$ cat src/rtl/pll_sup_pkg.sv
// Shared state encoding for the PLL lock supervisor.
// The encoding is exported on the debug state port, so its values must not change.
package pll_sup_pkg;

    typedef enum logic [2:0] {
        RST_PLL   = 3'd0,
        WAIT_LOCK = 3'd1,
        STABLE    = 3'd2,
        RUN       = 3'd3,
        FAIL      = 3'd4
    } pll_state_e;

endpackage

$ cat src/rtl/sync_2ff.sv
// Generic 1-bit two-flop synchronizer with asynchronous active-low reset to 0.
// Used for every single-bit level crossing into a local clock domain.
module sync_2ff (
    input  logic clk,
    input  logic rst_n,
    input  logic d,
    output logic q
);

    logic meta;

    always_ff @(posedge clk or negedge rst_n) begin
        if (!rst_n) begin
            meta <= 1'b0;
            q    <= 1'b0;
        end else begin
            meta <= d;
            q    <= meta;
        end
    end

endmodule

$ cat src/rtl/pll_lock_supervisor.sv
// Drives the PLL RESET pin, qualifies LOCK and retries acquisition before releasing sys_rst_n.
// Define PLL_LOCK_SUPERVISOR_STATS_EN to add the saturating relock_cnt lock-loss counter.
module pll_lock_supervisor
    import pll_sup_pkg::*;
#(
    parameter int RESET_PULSE_CYC  = 24,
    parameter int LOCK_TIMEOUT_CYC = 24000,
    parameter int STABLE_CYC       = 2400,
    parameter int MAX_RETRIES      = 8
) (
    input  logic        clk,
    input  logic        rst_n,
    input  logic        pll_lock,
    input  logic        restart,
    output logic        pll_reset,
    output logic        sys_rst_n,
    output logic        locked,
    output logic        fail,
    output logic [2:0]  state
`ifdef PLL_LOCK_SUPERVISOR_STATS_EN
    ,
    output logic [15:0] relock_cnt
`endif
);

    localparam int PULSE_W   = $clog2(RESET_PULSE_CYC + 1);
    localparam int TIMEOUT_W = $clog2(LOCK_TIMEOUT_CYC + 1);
    localparam int STABLE_W  = $clog2(STABLE_CYC + 1);
    localparam int RETRY_W   = $clog2(MAX_RETRIES + 1);

    localparam logic [PULSE_W-1:0]   PULSE_LAST   = PULSE_W'(RESET_PULSE_CYC - 1);
    localparam logic [TIMEOUT_W-1:0] TIMEOUT_LAST = TIMEOUT_W'(LOCK_TIMEOUT_CYC - 1);
    localparam logic [STABLE_W-1:0]  STABLE_LAST  = STABLE_W'(STABLE_CYC - 1);
    localparam logic [RETRY_W-1:0]   RETRY_LIMIT  = RETRY_W'(MAX_RETRIES);

    pll_state_e           state_q;
    pll_state_e           state_d;
    logic                 lock_s;
    logic                 enter;
    logic [PULSE_W-1:0]   pulse_cnt;
    logic [TIMEOUT_W-1:0] timeout_cnt;
    logic [STABLE_W-1:0]  stable_cnt;
    logic [RETRY_W-1:0]   retry_cnt;
    logic [RETRY_W-1:0]   retry_d;
    logic                 pll_reset_d;
    logic                 sys_rst_n_d;
    logic                 locked_d;
    logic                 fail_d;

    sync_2ff u_lock_sync (
        .clk   (clk),
        .rst_n (rst_n),
        .d     (pll_lock),
        .q     (lock_s)
    );

    always_ff @(posedge clk or negedge rst_n) begin
        if (!rst_n) begin
            state_q   <= RST_PLL;
            pll_reset <= 1'b1;
            sys_rst_n <= 1'b0;
            locked    <= 1'b0;
            fail      <= 1'b0;
        end else begin
            state_q   <= state_d;
            pll_reset <= pll_reset_d;
            sys_rst_n <= sys_rst_n_d;
            locked    <= locked_d;
            fail      <= fail_d;
        end
    end

    // A counter "reaches" its limit on the edge after it holds LAST, hence the LAST compares.
    always_comb begin
        state_d = state_q;
        retry_d = retry_cnt;
        if (restart) begin
            state_d = RST_PLL;
            retry_d = '0;
        end else begin
            case (state_q)
                RST_PLL: begin
                    if (pulse_cnt == PULSE_LAST) state_d = WAIT_LOCK;
                end
                WAIT_LOCK: begin
                    if (lock_s) begin
                        state_d = STABLE;
                    end else if (timeout_cnt == TIMEOUT_LAST) begin
                        retry_d = retry_cnt + RETRY_W'(1);
                        state_d = (retry_d == RETRY_LIMIT) ? FAIL : RST_PLL;
                    end
                end
                STABLE: begin
                    if (!lock_s) begin
                        state_d = RST_PLL;
                    end else if (stable_cnt == STABLE_LAST) begin
                        state_d = RUN;
                        retry_d = '0;
                    end
                end
                RUN: begin
                    if (!lock_s) state_d = RST_PLL;
                end
                FAIL: begin
                    state_d = FAIL;
                end
                default: begin
                    state_d = RST_PLL;
                end
            endcase
        end
    end

    // Outputs decode the next state so they are registered on the same edge as the state.
    always_comb begin
        pll_reset_d = 1'b0;
        sys_rst_n_d = 1'b0;
        locked_d    = 1'b0;
        fail_d      = 1'b0;
        case (state_d)
            RST_PLL: pll_reset_d = 1'b1;
            RUN: begin
                sys_rst_n_d = 1'b1;
                locked_d    = 1'b1;
            end
            FAIL:    fail_d = 1'b1;
            default: ;
        endcase
    end

    assign enter = restart || (state_d != state_q);

    always_ff @(posedge clk or negedge rst_n) begin
        if (!rst_n) begin
            pulse_cnt   <= '0;
            timeout_cnt <= '0;
            stable_cnt  <= '0;
            retry_cnt   <= '0;
        end else begin
            retry_cnt <= retry_d;
            if (enter) begin
                pulse_cnt   <= '0;
                timeout_cnt <= '0;
                stable_cnt  <= '0;
            end else begin
                case (state_q)
                    RST_PLL:   pulse_cnt   <= pulse_cnt + PULSE_W'(1);
                    WAIT_LOCK: timeout_cnt <= timeout_cnt + TIMEOUT_W'(1);
                    STABLE:    stable_cnt  <= stable_cnt + STABLE_W'(1);
                    default: ;
                endcase
            end
        end
    end

    assign state = state_q;

`ifdef PLL_LOCK_SUPERVISOR_STATS_EN
    // Only genuine lock loss counts; a restart issued while in RUN is not a relock event.
    always_ff @(posedge clk or negedge rst_n) begin
        if (!rst_n) begin
            relock_cnt <= '0;
        end else if (!restart && state_q == RUN && !lock_s && relock_cnt != 16'hFFFF) begin
            relock_cnt <= relock_cnt + 16'd1;
        end
    end
`endif

endmodule

$ cat config.mk
export PLATFORM = sky130hd
export DESIGN_NAME = pll_lock_supervisor
export DESIGN_NICKNAME = d
export VERILOG_FILES = /design/src/rtl/pll_sup_pkg.sv /design/src/rtl/sync_2ff.sv /design/src/rtl/pll_lock_supervisor.sv
export SDC_FILE = /design/constraint.sdc
export NUM_CORES = 1
export LEC_CHECK = 0
export CAP_MARGIN = 20
export CORE_MARGIN = 2
export CORE_UTILIZATION = 28
export DETAILED_ROUTE_END_ITERATION = 10
export GPL_ROUTABILITY_DRIVEN = 0
export SLEW_MARGIN = 20
export SYNTH_ARGS = -nofsm -noshare
export SYNTH_HDL_FRONTEND = slang
export SYNTH_SLANG_ARGS = --single-unit
$ cat constraint.sdc
create_clock -name clk -period 2.3 [get_ports clk]
set_input_delay 0.23 -clock clk [delete_from_list [all_inputs] [get_ports clk]]
set_output_delay 0.23 -clock clk [all_outputs]
set_load 0.02 [all_outputs]
Word-level counts from Yosys, hierarchy flattened --
Index checks and enable logic that the tools add are counted.
Word-level totals: register bits 44, input port bits 4, word-level logic and storage cells 61, output and inout bits 7
Operators by class: equal/unequal tests 15, reductions and logical operators 8, multiplexer cells 24, add/subtract/negate cells 4
Operators with widths (number):
- $mux 15 | 2
- $mux 12 | 2
- $mux 3 | 8
- $mux 4 | 5
- $add 15x1->15 const B | 1
- $eq 15x15->1 const B | 1
- $pmux 3 s5 | 1
- $add 12x1->12 const B | 1
- $eq 12x12->1 const B | 1
- $mux 5 | 2
- $eq 3x2->1 const B | 3
- $ne 3x3->1 const B | 3
- $pmux 4 s2 | 1
- $eq 3x3->1 const B | 2
- $logic_not 3->1 | 2
- $reduce_bool 2->1 | 3
- $add 5x1->5 const B | 1
- $eq 5x5->1 const B | 1
- $reduce_and 5->1 | 1
- $add 4x1->4 const B | 1
- $eq 4x4->1 const B | 1
- $eq 3x1->1 const B | 1
- $mux 1 | 3
- $ne 3x2->1 const B | 1
- other kinds (3) | 3

Depth between registers and ports, before layout --
depth in word-level cells 10, depth in mapped cells 9, depth with buffers taken out 7

Cells and area by module --
From an unflattened synthesis, not the netlist that was laid out.
Unflattened totals: cells, all modules 247, area total of the unflattened synthesis 2418.6 um2
Modules (own cells, without submodules):
- pll_lock_supervisor | seq. area each 1052.3 um2, cells each 245, instances 1, area each 2368.5 um2
- sync_2ff | seq. area each 50.0 um2, cells each 2, instances 1, area each 50.0 um2

Worst setup path after synthesis --
No wires, ideal clock.
path kind reg2reg, start point register state_q[2] (netlist: state[2]), end point register retry_cnt[3], path buffers 3, clock period less this slack 2.441 ns, required time 2.199 ns, stages on the path, launching flop included 10, setup time 0.101 ns, slack -0.141 ns, arrival 2.340 ns, cell sequence dfrtp_1 clkbuf_1 or3b_2 clkbuf_1 nor3_1 nor4bb_1 or3_1 clkbuf_1 a21oi_1 o32ai_1
Between the ends: longest elaborated chain between the ends 3, elaborated cells on any way between the ends 10, those cells by class eq/ne: 6; mux: 2; reduce/logical: 2
RTL lines:
- from (decl) | line pll_lock_supervisor.sv:36 | pll_state_e state_q;
- from (signal assigned) | line pll_lock_supervisor.sv:65 | state_q <= state_d;
- $eq 3x1->1 / $eq 3x2->1 (equally long branches) | line pll_lock_supervisor.sv:81 | case (state_q)
- $ne 3x3->1 (no source line), or another cell as far along
- $reduce_and 5->1 (no source line) / $mux 4 (equally long branches)
- to (signal assigned) | line pll_lock_supervisor.sv:140 | retry_cnt <= retry_d;
- to (decl) | line pll_lock_supervisor.sv:43 | logic [RETRY_W-1:0] retry_cnt;
Parallel ways exist; a longest one is shown, timed or not. A chain may end at the register's enable or synchronous reset.

Worst setup path in the final report --
start point register timeout_cnt[13], end point register timeout_cnt[0]
Between the ends: longest elaborated chain between the ends 8, elaborated cells on any way between the ends 9, those cells by class eq/ne: 2; mux: 5; reduce/logical: 2
RTL lines:
- from (decl) | line pll_lock_supervisor.sv:41 | logic [TIMEOUT_W-1:0] timeout_cnt;
- from (signal assigned) | line pll_lock_supervisor.sv:148 | WAIT_LOCK: timeout_cnt <= timeout_cnt + TIMEOUT_W'(1);
- $eq 15x15->1 * | line pll_lock_supervisor.sv:88 | end else if (timeout_cnt == TIMEOUT_LAST) begin
- $mux 3 * | line pll_lock_supervisor.sv:88
- $mux 3 * | line pll_lock_supervisor.sv:86 | if (lock_s) begin
- $pmux 3 s5 * | line pll_lock_supervisor.sv:81
- $mux 3 * | line pll_lock_supervisor.sv:77 | if (restart) begin
- $ne 3x3->1 * | line pll_lock_supervisor.sv:131 | assign enter = restart || (state_d != state_q);
- $logic_or 1x1->1 * | line pll_lock_supervisor.sv:131
- $mux 15 / $reduce_bool 2->1 (equally long branches)
Mark *: on every way between the ends. The rest lies on a longest branch, timed or not.

==> flow_metrics.env <==
export IMPL_status="finished with violations"
export IMPL_violations="negative setup slack"
export IMPL_synth_ff_type="dfrtp_1"
export IMPL_endpoint_kind="register"
export IMPL_r2r_start="timeout_cnt[13]"
export IMPL_cap_viol_max_count=0
export IMPL_start_util_pct=28.5
export IMPL_synth_most_common_cell="dfrtp_1"
export IMPL_core_area_um2=8130
export IMPL_max_clock_freq_mhz=410
export IMPL_slew_violations=0
export IMPL_clock_path_buffers=2
export IMPL_avgViaCountPerCell=4.75
export IMPL_syn_nets=249
export IMPL_critPathCapture="timeout_cnt[0]"
export IMPL_slew_headroom_pct=59.0
export IMPL_wl_um=5250
export IMPL_fin_nets=311
export IMPL_wl_per_cell_um=12.9
export IMPL_area_delta_synth_final_pct=36.7
export IMPL_power_per_cell_area_nw_per_um2=485
export IMPL_hold_ws_ns=0.352
export IMPL_yosys_warnings=0
export IMPL_rr_endpoint="timeout_cnt[0]"
export IMPL_rrSetupSlack_ns=-0.14
export IMPL_synth_edff_count=0
export IMPL_grt_pass1_wl_um=8710
export IMPL_avgSynthCellArea_um2=9.67
export IMPL_drive_above_1_share_pct=33.0
export IMPL_synth_common_cells="43 x dfrtp_1, 41 x nor2_1, 21 x nand2_1"
export IMPL_fin_tns_setup_ns=-2.52
export IMPL_crit_start="timeout_cnt[13]"
export IMPL_rr_worst_depth=8
export IMPL_yosysTopAreaCellShare_pct=46.4
export IMPL_hpwl_um=3800
export IMPL_drtPass1Iterations=5
export IMPL_row_count=33
export IMPL_cts_root_buf="clkbuf_8"
export IMPL_die_h_um=95.0
export IMPL_antenna_cells=0
export IMPL_yosysTopAreaCell="dfrtp_1"
export IMPL_numCtsBuffers=5
export IMPL_clkSinkCount=44
export IMPL_seq_area_frac_synth_pct=47.5
export IMPL_fillers=783
export IMPL_ys_types=50
export IMPL_rsz0062_at_grt="yes"
export IMPL_leakage_uw=0.00139
export IMPL_antenna_found_initial=0
export IMPL_initialDrtViolationCount=64
export IMPL_synthArstFlopShare_pct=100
export IMPL_ir_drop_mv=0.369
export IMPL_period_share_pct=106
export IMPL_ant_nets=0
export IMPL_io_pins=11
export IMPL_layoutNonFillerInstCount=408
export IMPL_synth_seq_cells=44
export IMPL_track_usage_pct=12.4
export IMPL_numPlacedInstances=393
export IMPL_finalSetupViolCount=29
export IMPL_h_tree_depth=2
export IMPL_fin_crit_ns=2.44
export IMPL_first_global_vias=1874
export IMPL_critPathKind="reg2reg"
export IMPL_grt_max_degree=29
export IMPL_timing_final_ws_setup_ns=-0.137
export IMPL_fp_dieArea_um2=9030
export IMPL_clk_pin_slew_ns=0.10
export IMPL_grt_overflow_total=0
export IMPL_pre_cts_ws_ns=-0.140
export IMPL_die_w_um=95.0
export IMPL_start_kind="register"
export IMPL_cp_arrival_ns=2.69
export IMPL_insertion_delay_ns=0.31
export IMPL_drc=0
export IMPL_vias=1936
export IMPL_clock_skew_ns=0.0140
export IMPL_syn_inst=240
export IMPL_io_buffers=10
export IMPL_worstPathRequired_ns=2.55
export IMPL_hold_path_class="in2reg"
export IMPL_synth_area_leaders="dfrtp_1 46%, nor2_1 6.6%, xor2_1 5.3%"
export IMPL_path_max_fanout=3
export IMPL_synth_area_um2=2320
export IMPL_tightest_slew_ns=0.614
export IMPL_cts_tree="done"
export IMPL_hold_viol_final=0
-- metal layers --
layer | wire length (um) | up-vias | GRT usage, %
met1 | 2510 | 935 | 16.5
met5 | 0 | - | 0
met2 | 2520 | 24 | 19.9
li1 | - | 970 | -
met4 | 90 | 0 | 4.83
met3 | 125 | 7 | 2.61
-- how the worst min path moves through the flow --
stage	end	depth (start not counted)	slack (ns)	startpoint
2_1_floorplan	fail	0	-0.07	rst_n
3_3_place_gp	pulse_cnt[4]	1	0.29	rst_n
3_5_place_dp	pulse_cnt[4]	1	0.29	rst_n
4_1_cts	u_lock_sync.meta	1	0.34	pll_lock
5_1_grt	u_lock_sync.meta	1	0.34	pll_lock
6_report	u_lock_sync.meta	1	0.35	pll_lock
-- report_power, final --
group          internal (uW)  switching [uW]
sequential               806            28.4
clock                    221             290
combinational           92.9             100
total                   1120             419
-- cells by family after synthesis --
logic type / Yosys count / synth area share, %
AND/OR/NAND/NOR: 116 / 25.6
flip-flops: 44 / 47.5
AO/OA/AOI/OAI: 34 / 10.9
XOR/XNOR: 22 / 8.30
buffers and inverters: 15 / 3.23
adder cells (fa/ha/maj): 5 / 2.70
multiplexers: 4 / 1.78
-- flip-flops by register name, indices dropped and copies added, names as in the netlist --
register          cells
u_lock_sync.q         1
locked                1
stable_cnt           12
fail                  1
state                 3
pulse_cnt             5
u_lock_sync.meta      1
retry_cnt             4
timeout_cnt          15
pll_reset             1
-- layout make-up --
cell class              instances  area [um2]  area share (%)
multi-input cells             181        1300            41.0
flip-flops and latches         44        1100            34.8
repair buffers                 65         523            16.5
well taps                     105         131            4.14
clock buffers                   5        68.8            2.17
clock inverters                 3        25.0           0.789
inverters                       5        18.8           0.591
-- metrics by stage --
step / total power [uW] / util [%] / instance area [um2]
5_1_grt: 1620 / 39.0 / 3170
2_1_floorplan: 939 / - / 2330
4_1_cts: 1540 / 36.9 / 3000
6_report: 1540 / 39.0 / 3170
3_3_place_gp: 1010 / 35.2 / 2860
3_5_place_dp: 1020 / 35.2 / 2860
-- critical path, cell delays in order (launching register included) --
cell and delay, ns:
dfrtp_1 0.39, and4bb_2 0.31, or4b_4 0.47, a211o_1 0.32, a2111oi_4 0.33, buf_4 0.20
buf_4 0.12, a21o_1 0.10, mux2_4 0.14
-- repair_timing --
item                                    CTS  global route
buffers inserted                          2             3
gates cloned                              0             2
endpoints found under the hold margin    25             0
hold buffers                              1             0
pin swaps                                 2            14
endpoints found under the setup margin   32            36
resized for setup                         6            39
-- placed cells by master (no fill, tap or decap), types with 3 or more instances in the layout --
master           instances
buf_4                   49
dfrtp_1                 42
nor2_1                  24
nand2_1                 20
xor2_1                  14
nand4_1                 10
nand3_1                 10
nor2_4                  10
clkdlybuf4s50_1          9
xnor2_1                  8
nor2_2                   8
o21ai_0                  5
inv_1                    5
a21oi_1                  5
a21o_1                   5
a22o_1                   5
ha_1                     5
clkbuf_8                 5
nor3_1                   4
a21oi_2                  4
nand3_2                  4
buf_6                    4
mux2i_1                  3
(Power assumes the default switching activity.)
